==> src/rtl/uart_tx_arbiter_pkg.sv <==
// Shared constants and state encoding for the two-port UART transmitter.
package uart_tx_arbiter_pkg;

  localparam logic        UartIdleLevel = 1'b1;
  localparam int unsigned UartDataBits  = 8;

  typedef enum logic [1:0] {
    StIdle  = 2'd0,
    StStart = 2'd1,
    StData  = 2'd2,
    StStop  = 2'd3
  } tx_state_e;

endpackage

==> src/rtl/uart_tx_serializer.sv <==
// 8N1 serializer: a start strobe in idle latches the byte and shifts it out LSB-first.
module uart_tx_serializer
  import uart_tx_arbiter_pkg::*;
#(
  parameter int unsigned CLKS_PER_BIT = 104
) (
  input  logic                    clk,
  input  logic                    reset,
  input  logic                    start,
  input  logic [UartDataBits-1:0] data,
  output logic                    txd,
  output logic                    busy
);

  localparam int unsigned       CntW    = $clog2(CLKS_PER_BIT);
  localparam logic [CntW-1:0]   CntLast = CntW'(CLKS_PER_BIT - 1);
  localparam logic [2:0]        BitLast = 3'(UartDataBits - 1);

  tx_state_e               state_q;
  logic [CntW-1:0]         cnt_q;
  logic [2:0]              bit_q;
  logic [UartDataBits-1:0] shift_q;
  logic                    txd_q;
  logic                    bit_end;

  assign bit_end = (cnt_q == CntLast);
  assign txd     = txd_q;
  assign busy    = (state_q != StIdle);

  always_ff @(posedge clk) begin
    if (reset) begin
      state_q <= StIdle;
      cnt_q   <= '0;
      bit_q   <= '0;
      shift_q <= '0;
      txd_q   <= UartIdleLevel;
    end else begin
      unique case (state_q)
        StIdle: begin
          cnt_q <= '0;
          bit_q <= '0;
          txd_q <= UartIdleLevel;
          if (start) begin
            shift_q <= data;
            txd_q   <= ~UartIdleLevel;
            state_q <= StStart;
          end
        end
        StStart: begin
          if (bit_end) begin
            cnt_q   <= '0;
            txd_q   <= shift_q[0];
            shift_q <= shift_q >> 1;
            state_q <= StData;
          end else begin
            cnt_q <= cnt_q + CntW'(1);
          end
        end
        StData: begin
          if (bit_end) begin
            cnt_q <= '0;
            if (bit_q == BitLast) begin
              txd_q   <= UartIdleLevel;
              state_q <= StStop;
            end else begin
              // txd is registered, so the next bit is presented on the boundary edge
              txd_q   <= shift_q[0];
              shift_q <= shift_q >> 1;
              bit_q   <= bit_q + 3'd1;
            end
          end else begin
            cnt_q <= cnt_q + CntW'(1);
          end
        end
        StStop: begin
          if (bit_end) begin
            cnt_q   <= '0;
            state_q <= StIdle;
          end else begin
            cnt_q <= cnt_q + CntW'(1);
          end
        end
        default: state_q <= StIdle;
      endcase
    end
  end

endmodule

==> src/rtl/uart_tx_arbiter.sv <==
// Round-robin arbiter sharing one UART transmitter between two byte producers.
module uart_tx_arbiter
  import uart_tx_arbiter_pkg::*;
#(
  parameter int unsigned CLKS_PER_BIT = 104
) (
  input  logic       clk,
  input  logic       reset,
  input  logic       req0_valid,
  input  logic [7:0] req0_data,
  output logic       req0_ready,
  input  logic       req1_valid,
  input  logic [7:0] req1_data,
  output logic       req1_ready,
  output logic       txd,
  output logic       tx_busy,
  output logic       last_grant
);

  logic       last_grant_q;
  logic       grant0;
  logic       grant1;
  logic       xfer;
  logic [7:0] xfer_data;
  logic       ser_busy;

  // Under contention the port that did not win last time is served.
  always_comb begin
    grant0 = req0_valid & (~req1_valid | last_grant_q);
    grant1 = req1_valid & (~req0_valid | ~last_grant_q);
  end

  assign req0_ready = ~reset & ~ser_busy & grant0;
  assign req1_ready = ~reset & ~ser_busy & grant1;
  assign xfer       = req0_ready | req1_ready;
  assign xfer_data  = req1_ready ? req1_data : req0_data;
  assign tx_busy    = ser_busy;
  assign last_grant = last_grant_q;

  always_ff @(posedge clk) begin
    if (reset) begin
      last_grant_q <= 1'b1;
    end else if (xfer) begin
      last_grant_q <= req1_ready;
    end
  end

  uart_tx_serializer #(
    .CLKS_PER_BIT(CLKS_PER_BIT)
  ) u_serializer (
    .clk  (clk),
    .reset(reset),
    .start(xfer),
    .data (xfer_data),
    .txd  (txd),
    .busy (ser_busy)
  );

endmodule

==> config.mk <==
export PLATFORM = sky130hd
export DESIGN_NAME = uart_tx_arbiter
export DESIGN_NICKNAME = d
export VERILOG_FILES = /design/src/rtl/uart_tx_arbiter_pkg.sv /design/src/rtl/uart_tx_serializer.sv /design/src/rtl/uart_tx_arbiter.sv
export SDC_FILE = /design/constraint.sdc
export NUM_CORES = 1
export LEC_CHECK = 0
export ABC_AREA = 1
export BUFFER_PORTS_ARGS = -buffer_cell sky130_fd_sc_hd__buf_2
export CORE_ASPECT_RATIO = 1.5
export CORE_MARGIN = 4
export CORE_UTILIZATION = 40
export CTS_BUF_LIST = sky130_fd_sc_hd__clkbuf_2 sky130_fd_sc_hd__clkbuf_4 sky130_fd_sc_hd__clkbuf_8
export CTS_CLUSTER_DIAMETER = 200
export DETAILED_ROUTE_END_ITERATION = 10
export REMOVE_ABC_BUFFERS = 1
export SLEW_MARGIN = 20
export SYNTH_ARGS = -nofsm -noshare
export SYNTH_HDL_FRONTEND = slang
export SYNTH_HIERARCHICAL = 1
export SYNTH_SLANG_ARGS = --single-unit
==> constraint.sdc <==
create_clock -name clk -period 4.5 [get_ports clk]
set_input_delay 0.225 -clock clk [delete_from_list [all_inputs] [get_ports clk]]
set_output_delay 0.225 -clock clk [all_outputs]
set_load 0.1 [all_outputs]
==> out/summary.log <==
INFO  floorplan      die_area=4610um2
INFO  global_route   number_of_global_route_vias_before_repair=1240
INFO  power          power_density=730nW/um2
INFO  timing         fin_skew=5.37ps
INFO  finish         layout-area-overhead-vs-synth=15.6%
INFO  power          power=1.20mW
INFO  detailed_routing num_vias=1323
INFO  clock_tree     worst_skew_pair.late_latency=260ps
INFO  place          dp.final_hpwl=2460um
INFO  timing         timing.final.ws_setup=2370ps
INFO  critical_path  cp_cell_sequence=inv_1, ha_1, inv_1, nor2_2, nand3_2, nand2_1, inv_1, nand2_1, o21ai_0, inv_1, nand3_1, nand2_1, nor2_1
INFO  clock_tree     cts_tree=yes
INFO  hold_path      hold_class=input port to flop
INFO  detailed_routing remaining_drc_errors=0
INFO  detailed_routing detail_route.iter0.violations=37
INFO  detailed_routing total_routed_length=3030um
INFO  clock_tree     cts_hold_buf=0
INFO  synth          avgSynthCellArea=6.96um2
INFO  place          total_of_buffers_placed_on_input_and_output_ports=24
INFO  job            max_cap_viols=0
INFO  clock_tree     tritoncts.num_buffers=3
INFO  detailed_routing wire_per_inst=11.1um
INFO  clock_tree     clk_path_buf_depth=2
INFO  critical_path  worst_setup_path_start_kind=flop
INFO  clock_tree     cts_resized=0
INFO  place          gp_congestion=0.831
INFO  critical_path  critical_path_required=4660ps
INFO  power          p_leak=0.800nW
INFO  clock_tree     cts-root-buf=sky130_fd_sc_hd__clkbuf_8
INFO  global_route   grt_use_total=13.8%
INFO  floorplan      std_cell_rows=26
INFO  finish         finish.net_count=259
INFO  place          place_ws=2370ps
INFO  power          peakVddDrop=0.429mV
INFO  timing         clock.fmax=470MHz
INFO  critical_path  critical_path.slowest_cell=sky130_fd_sc_hd__dfxtp_1
INFO  timing         timing.slew.headroom=68.1%
INFO  floorplan      top_level_ports=25
INFO  clock_tree     clk_pin_slew_worst_paths=80ps
INFO  critical_path  timing.critical_path.mode_cell=sky130_fd_sc_hd__inv_1
INFO  floorplan      die-width=56.8um
INFO  run_status     status=finished clean
INFO  detailed_routing ant_nets=0
INFO  critical_path  timing.setup.critical_path_class=flop to flop
INFO  synth          synth.lib_cells_used.distinct=28
INFO  detailed_routing drt_pass1_iterations=4
INFO  clock_tree     htreeDepth=1
INFO  clock_tree     clkSinkCount=22
INFO  critical_path  worstSetupEndpointType=flop
INFO  finish         final_layout_size_suffix_gt1_share=22.2%
INFO  timing         tns=0ps
INFO  timing         period_share=47.3%
INFO  global_route   overflow=0
INFO  synth          synth.yosys.seq_area_share=30.9%
INFO  global_route   largest_net_degree_at_the_start_of_global_routing=14
INFO  global_route   grt_pass1_wl=5110um
INFO  critical_path  timing.critical_path.slowest_cell_delay=350ps
INFO  critical_path  regToRegSetupSlack=2370ps
INFO  global_route   antenna_found_initial=0
INFO  floorplan      die_y=81.2um
INFO  timing         tightest_slew=475ps
INFO  timing         worst_hold_slack=242ps
INFO  synth          postSynthCellCount=205
INFO  finish         antenna_cells_inserted=0
INFO  timing         final-hold-violation-count=0
INFO  floorplan      coreArea=3420um2
INFO  clock_tree     cts_post_setup_buffers_inserted=0
INFO  synth          synth_area=1430um2
INFO  timing         report.final.setup_viol=0
INFO  finish         layout.cells.most_common=sky130_fd_sc_hd__nand2_1
INFO  finish         final_cell_mix=sky130_fd_sc_hd__nand2_1, sky130_fd_sc_hd__nor2_1, sky130_fd_sc_hd__buf_2
INFO  critical_path  critical_path.max_fanout=10
INFO  detailed_routing avgViaCountPerCell=4.86
INFO  synth          postSynthRegisterBits=22
INFO  timing         grt_setup_unrepaired=no
INFO  floorplan      start_util=41.8%
INFO  timing         slew_violations=0
INFO  synth          synth.yosys.warnings=6
INFO  critical_path  critical_path_arrival=2290ps
INFO  timing         finalWorstPathRequiredPeriod=2130ps
-- layer usage --
metal  share of wire (%)  global-route usage, %  wire length (um)
met4                 1.1                   4.18                32
met3                 2.6                   1.59                80
met5                   0                      0                 0
met1                  40                   14.5              1220
met2                  56                   28.1              1690
-- Yosys cell counts --
cell                       number  area, um2
sky130_fd_sc_hd__clkinv_1       1       3.75
sky130_fd_sc_hd__a21oi_1        5       25.0
sky130_fd_sc_hd__nor3_1         1       5.00
sky130_fd_sc_hd__inv_1         15       56.3
sky130_fd_sc_hd__o22ai_4        1       20.0
sky130_fd_sc_hd__dfxtp_1       22        440
sky130_fd_sc_hd__xor2_1         3       26.3
sky130_fd_sc_hd__nand3_1        7       35.0
sky130_fd_sc_hd__nand3_2        1       10.0
sky130_fd_sc_hd__inv_2          2       7.51
sky130_fd_sc_hd__nor2_1        35        131
sky130_fd_sc_hd__nand4_1        9       56.3
sky130_fd_sc_hd__nor2_2         3       18.8
sky130_fd_sc_hd__buf_2          2       10.0
sky130_fd_sc_hd__or2_2          1       6.26
sky130_fd_sc_hd__nand2_1       61        229
sky130_fd_sc_hd__a21oi_2        2       17.5
sky130_fd_sc_hd__nor3_2         1       10.0
sky130_fd_sc_hd__o21ai_0        4       20.0
sky130_fd_sc_hd__nor2_8         2       40.0
sky130_fd_sc_hd__nand2_4        3       33.8
sky130_fd_sc_hd__buf_6          1       11.3
sky130_fd_sc_hd__o31ai_1        1       7.51
sky130_fd_sc_hd__clkinv_2       1       5.00
sky130_fd_sc_hd__nand2_2        5       31.3
sky130_fd_sc_hd__nand3_4        1       17.5
sky130_fd_sc_hd__a21boi_0       7       52.6
sky130_fd_sc_hd__ha_1           8        100
-- power breakdown --
| group | internal, mW | switching (mW) | total, mW |
|---|---|---|---|
| Combinational | 0.228 | 0.512 | 0.740 |
| Clock | 0.119 | 0.0670 | 0.186 |
| Sequential | 0.248 | 0.0306 | 0.279 |
| Total | 0.595 | 0.610 | 1.20 |
-- flip-flops by register name, indices dropped and copies added (netlist names) --
signal,cells
last_grant,1
u_serializer/state_q,2
u_serializer/cnt_q,7
u_serializer/bit_q,3
u_serializer/txd,1
u_serializer/shift_q,8
-- area by class of cell --
cell class / instances / area [um2]
multi-input cells: 161 / 893
inverters: 19 / 72.6
repair buffers: 24 / 120
well taps: 42 / 52.6
clock buffers: 3 / 41.3
flip-flops and latches: 22 / 440
fillers: 381 / 1770
clock inverters: 1 / 30.0
-- critical path, delay by kind of cell, from the launching register on --
family,cells,cell delay [ps]
flip-flops,1,350
buffers and inverters,4,390
AND/OR/NAND/NOR,7,920
AO/OA/AOI/OAI,1,150
adder cells (fa/ha/maj),1,240
-- worst paths after layout --
path	startpoint	endpoint	cells after the start
hold reg to reg	u_serializer/cnt_q[0]$_SDFF_PP0_	u_serializer/cnt_q[0]$_SDFF_PP0_	1
setup reg to reg	u_serializer/state_q[0]$_SDFFE_PP0P_	u_serializer/state_q[1]$_SDFFE_PP0P_	13
setup / recovery	u_serializer/state_q[0]$_SDFFE_PP0P_	u_serializer/state_q[1]$_SDFFE_PP0P_	13
hold / removal	reset	u_serializer/bit_q[2]$_SDFFE_PP0P_	2
-- kinds of logic after synthesis --
logic type	count (synthesis)	share of synthesized area, %
AO/OA/AOI/OAI	20	9.99
XOR/XNOR	3	1.84
adder cells (fa/ha/maj)	8	7.01
buffers and inverters	22	6.57
flip-flops	22	30.8
AND/OR/NAND/NOR	130	43.7
-- through the flow --
step / util, % / instance area [um2] / std cells
4_1_cts: 48.3 / 1650 / 272
6_report: 48.3 / 1650 / 272
3_5_place_dp: 46.2 / 1580 / 268
2_1_floorplan: - / 1410 / 202
5_1_grt: 48.3 / 1650 / 272
3_3_place_gp: 46.2 / 1580 / 268
(Power assumes the default switching activity.)
